**config.mk**
```make
export PLATFORM = sky130hd
export DESIGN_NAME = mem_arbiter
export DESIGN_NICKNAME = d
export VERILOG_FILES = /design/src/rtl/cpu_types_pkg.sv /design/src/rtl/mem_arbiter.sv
export SDC_FILE = /design/constraint.sdc
export NUM_CORES = 1
export LEC_CHECK = 0
export ABC_AREA = 0
export CORE_MARGIN = 2
export CORE_UTILIZATION = 37
export DETAILED_ROUTE_END_ITERATION = 12
export PLACE_DENSITY = 0.89
export SETUP_SLACK_MARGIN = 0.4
export SLEW_MARGIN = 5
export SYNTH_ARGS = -nofsm -noshare
export SYNTH_HDL_FRONTEND = slang
export SYNTH_SLANG_ARGS = --single-unit
export TNS_END_PERCENT = 20
```
**constraint.sdc**
```tcl
create_clock -name CLK -period 6.4 [get_ports CLK]
set_clock_uncertainty 0.1 [all_clocks]
set_input_delay 0.64 -clock CLK [delete_from_list [all_inputs] [get_ports CLK]]
set_output_delay 0.64 -clock CLK [all_outputs]
set_load 0.05 [all_outputs]
```
**src/rtl/cpu_types_pkg.sv**
```systemverilog
// Shared CPU-side types: machine word and the memory arbiter's state encoding.
package cpu_types_pkg;

    localparam int unsigned WORD_WIDTH = 32;

    typedef logic [WORD_WIDTH-1:0] word_t;

    typedef enum logic [1:0] {
        IDLE,
        IACC,
        DACC
    } arb_state_t;

endpackage

```
**src/rtl/mem_arbiter.sv**
```systemverilog
// Two-port (instruction/data) to single-RAM arbiter; data wins ties unless it
// was served last, so a busy data side cannot starve instruction fetch.
module mem_arbiter
    import cpu_types_pkg::*;
#(
    parameter int unsigned WORD_W = $bits(word_t)
) (
    input  logic              CLK,
    input  logic              nRST,
    input  logic              iREN,
    input  logic [WORD_W-1:0] iaddr,
    output logic [WORD_W-1:0] iload,
    output logic              iwait,
    input  logic              dREN,
    input  logic              dWEN,
    input  logic [WORD_W-1:0] daddr,
    input  logic [WORD_W-1:0] dstore,
    output logic [WORD_W-1:0] dload,
    output logic              dwait,
    output logic              ramREN,
    output logic              ramWEN,
    output logic [WORD_W-1:0] ramaddr,
    output logic [WORD_W-1:0] ramstore,
    input  logic [WORD_W-1:0] ramload,
    input  logic              ramack
);

    arb_state_t        state;
    arb_state_t        next_state;
    logic              last_d;
    logic [WORD_W-1:0] lat_addr;
    logic [WORD_W-1:0] lat_store;
    logic              lat_wr;
    logic              d_req;
    logic              i_done;
    logic              d_done;

    always_ff @(posedge CLK) begin
        if (!nRST) begin
            state     <= IDLE;
            last_d    <= 1'b0;
            lat_addr  <= '0;
            lat_store <= '0;
            lat_wr    <= 1'b0;
        end else begin
            state <= next_state;
            if (state == IDLE && next_state == DACC) begin
                lat_addr  <= daddr;
                lat_store <= dstore;
                lat_wr    <= dWEN;
            end else if (state == IDLE && next_state == IACC) begin
                lat_addr  <= iaddr;
                lat_store <= '0;
                lat_wr    <= 1'b0;
            end
            if (i_done) begin
                last_d <= 1'b0;
            end else if (d_done) begin
                last_d <= 1'b1;
            end
        end
    end

    always_comb begin
        next_state = state;
        d_req      = dREN | dWEN;
        // A reset cycle never reports completion, even if the RAM acks.
        i_done     = (state == IACC) && ramack && nRST;
        d_done     = (state == DACC) && ramack && nRST;
        ramREN     = 1'b0;
        ramWEN     = 1'b0;
        ramaddr    = lat_addr;
        ramstore   = lat_store;
        iwait      = iREN && !i_done;
        dwait      = d_req && !d_done;
        iload      = '0;
        dload      = '0;

        unique case (state)
            IDLE: begin
                if (d_req && iREN && last_d) begin
                    next_state = IACC;
                end else if (d_req) begin
                    next_state = DACC;
                end else if (iREN) begin
                    next_state = IACC;
                end
            end
            IACC: begin
                ramREN = 1'b1;
                if (ramack) begin
                    next_state = IDLE;
                end
            end
            DACC: begin
                ramREN = !lat_wr;
                ramWEN = lat_wr;
                if (ramack) begin
                    next_state = IDLE;
                end
            end
            default: next_state = IDLE;
        endcase

        // Completed data is dropped if the requester has already walked away.
        if (i_done && iREN) begin
            iload = ramload;
        end
        if (d_done && d_req && !lat_wr) begin
            dload = ramload;
        end
    end

endmodule
```
==> parameters.txt <==
Parameter                              Value

Critical path
  Cell family with most CP delay    buffers and inverters
  Slowest-stage cell, CP    and4b_1
  Depth of the most critical reg-to-reg path    7
  CP bufs+invs    3
  Worst Setup End Kind    output port
  FF-to-FF Start    state[0]$_SDFF_PN0_
  Cell Chain, Critical Path    buf_2 > buf_4 > and4b_1 > and2_1 > clkdlybuf4s50_1
  Critical-path maximum fanout    102
  End of the worst register-to-register path    ramaddr[19]$_SDFFE_PN0P_
  Crit-path max cell delay    820 ps
  Worst Path Arrival    3360 ps
  Worst endpoint required time    5660 ps
  Start-to-end type of the worst setup path    input pin to output port
  Worst-case register-to-register setup slack    2650 ps
  CP startpoint kind    input pin

Cells and area
  Multi-input combinational cell area    2020 um^2
  Layout cell share with drive strength beyond 1    3.99%
  FILL cells    759
  Most common cell after layout, fill and taps aside    clkdlybuf4s50_1
  Net total in the final layout    784
  Commonest cells after routing, fill and taps aside    clkdlybuf4s50_1 (264), and2_1 (68), dfxtp_1 (68)
  Layout Cells excl Fill    782
  Synthesis-to-finish area growth    79.4%
  Register cell area after layout    1360 um^2

GRT
  Maximum number of pins on one net before global-route repair    103
  Number of antenna violations at the first check in global routing    2
  First-pass GRT wire length    20000 um
  Vias in the first global route    3976
  GRT Util Overall    24.4%
  Overflow after GRT    0

CTS
  Total of hold buffers inserted after clock tree synthesis    0
  Clock buffers created by TritonCTS    9
  Root cell of the clock tree    clkbuf_8
  Post-CTS setup buffer count    0
  Clock transition at the register clock pins on the worst setup and hold paths after CTS    80 ps
  H-tree depth    3
  Clock tree from TritonCTS    yes
  Skew-Pair Late Insertion Delay    330 ps
  Gates resized, CTS repair    0
  Max clock buf depth    2
  Number of sinks handled by clock tree synthesis    68

Pwr
  Leakage power of the design    0.00234 uW
  Worst voltage drop across the vdd grid    201 uV
  Pwr per Cell Area    260 nW/um^2

Synthesis
  Top cells by area in the synthesized netlist    dfxtp_1 (38%), and2_1 (12%), a32o_1 (9.2%)
  Portion of the post-synthesis area used by sequential elements    38.0%
  Post-synth top area cell    dfxtp_1
  Fraction of post-synthesis cell area in the top cell type by area    38.0%
  Area of the mapped netlist    3580 um^2
  Synth Instances    410
  Distinct cell type count after synthesis    34
  Post-Syn Nets    548
  Warnings, synthesis    0
  Synthesis-stage register bit count    68
  Synthesized area divided by synthesized cell count    8.74 um^2

Routing
  Post-detailed-route count of antenna-violating nets    0
  Via count normalized by instance count    5.25
  DRC marker count from the first detailed-route iteration    206
  Detailed Route WL    13200 um
  Routed wire length per instance    16.9 um
  Detailed-routing iteration count for the pre-antenna-repair pass    5
  Via count    4103
  Final routed DRC violation total    0

Floorplan
  Core area    9330 um^2
  Num rows    35
  Width of the chip    102 um
  I/O pin count    266
  Die Y    102 um
  Die ar.    10500 um^2
  Starting Density    38.4%

STA
  Least-Margin Pin Slew    1200 ps
  Slack of the critical path    2300 ps
  Period minus WS final    4100 ps
  Timing-limited maximum frequency    244 MHz
  Sum Neg Setup Slack    0 ps
  Number of hold-slack violations in the final timing report    0
  Endpoints failing setup    0
  Unrepaired setup endpoints after global routing    no
  Fin crit share    64.1%
  Relative slew slack    20.0%
  Max Transition Viols Final    0

Placed design
  Worst setup slack before clock tree synthesis    2090 ps
  Count of port buffers added during placement    265
  Final HPWL from detailed placement    10200 um
  Final weighted congestion of routability-driven global placement    0.849
  Inst Count DP    764

Status
  Result of the run    completed

Worst hold path
  Terminating pin of the worst hold path    ramstore[1]$_SDFFE_PN0P_
  Hold/Removal Path Class    register to register
  Min-Delay Startpoint    ramstore[1]$_SDFFE_PN0P_
  Worst hold path stage count    1

Run
  Max-Cap Viols    0
worst reg2reg max path, cell delays in order (launching register included):
cell	delay, ps
dfxtp_1	410
inv_1	90
ha_1	330
and3b_1	210
a311oi_2	380
or3_1	970
a21o_1	810
o21ai_0	270
power by group:
group / switching (uW) / internal (uW)
sequential: 49.6 / 497
combinational: 478 / 290
clock: 176 / 182
metrics by stage:
step	hold slack [ps]	instance area [um^2]	util, %	power, uW
3_3_place_gp	375	6220	66.7	1310
5_1_grt	424	6430	68.9	1750
3_5_place_dp	382	6220	66.7	1320
6_report	399	6430	68.9	1670
4_1_cts	400	6420	68.8	1680
2_1_floorplan	351	3580	-	1040
worst max-delay path by stage:
stage,from,to,slack [ps],cells past startpoint
2_1_floorplan,nRST,dwait,3580,4
3_3_place_gp,ramack,iload[23],2160,5
3_5_place_dp,ramack,iload[1],2090,5
4_1_cts,ramack,iload[1],2080,5
5_1_grt,nRST,dload[3],2030,5
6_report,nRST,dload[4],2300,5
registers in the layout, summed over array words and instances, names as in the netlist:
name      cells
ramstore     32
state         2
ramaddr      32
lat_wr        1
last_d        1
area by class of cell:
cell class              instances  share of cell area, %
diodes                          2                 0.0779
clock buffers                   9                   1.93
clock inverters                 7                   1.17
inverters                       3                  0.175
multi-input cells             296                   31.4
flip-flops and latches         68                   21.2
well taps                     129                   2.51
repair buffers                268                   41.5
cell families (layout without fill, tap and decap cells):
kind of cell | Yosys count | after routing | share of synthesized area, %
and+or+nand+nor | 154 | 154 | 22.0
adders and majority gates | 4 | 4 | 1.40
DFF | 68 | 68 | 38.0
AOI/OAI and AO/OA | 106 | 106 | 23.7
muxes | 32 | 32 | 8.98
buffers and inverters | 46 | 287 | 5.94
other | 0 | 2 | 0
synthesized netlist by cell type (all sizes together):
master	count
mux2	1
nor2	38
and3	1
o2111a	1
a2bb2oi	1
and3b	1
a21o	1
inv	3
buf	13
a21oi	2
nor4b	1
o21a	1
or3	1
nand2	35
a32o	33
nor2b	2
and2	68
or2	1
mux2i	31
and4b	1
ha	4
dfxtp	68
a21bo	1
a41oi	31
nand2b	4
a311oi	1
nand3	1
o21ai	32
o211a	1
clkbuf	30
a31oi	1
metal layers:
metal  global-route usage, %  share of wire, %  vias to the layer above
li1                        -                 -                     1958
met4                    15.5               5.3                        0
met5                       0                 0                        -
met1                    26.0                35                     1886
met2                    43.8                52                      217
met3                    4.92               7.2                       42
No activity file was read; power rests on OpenSTA's default activity.
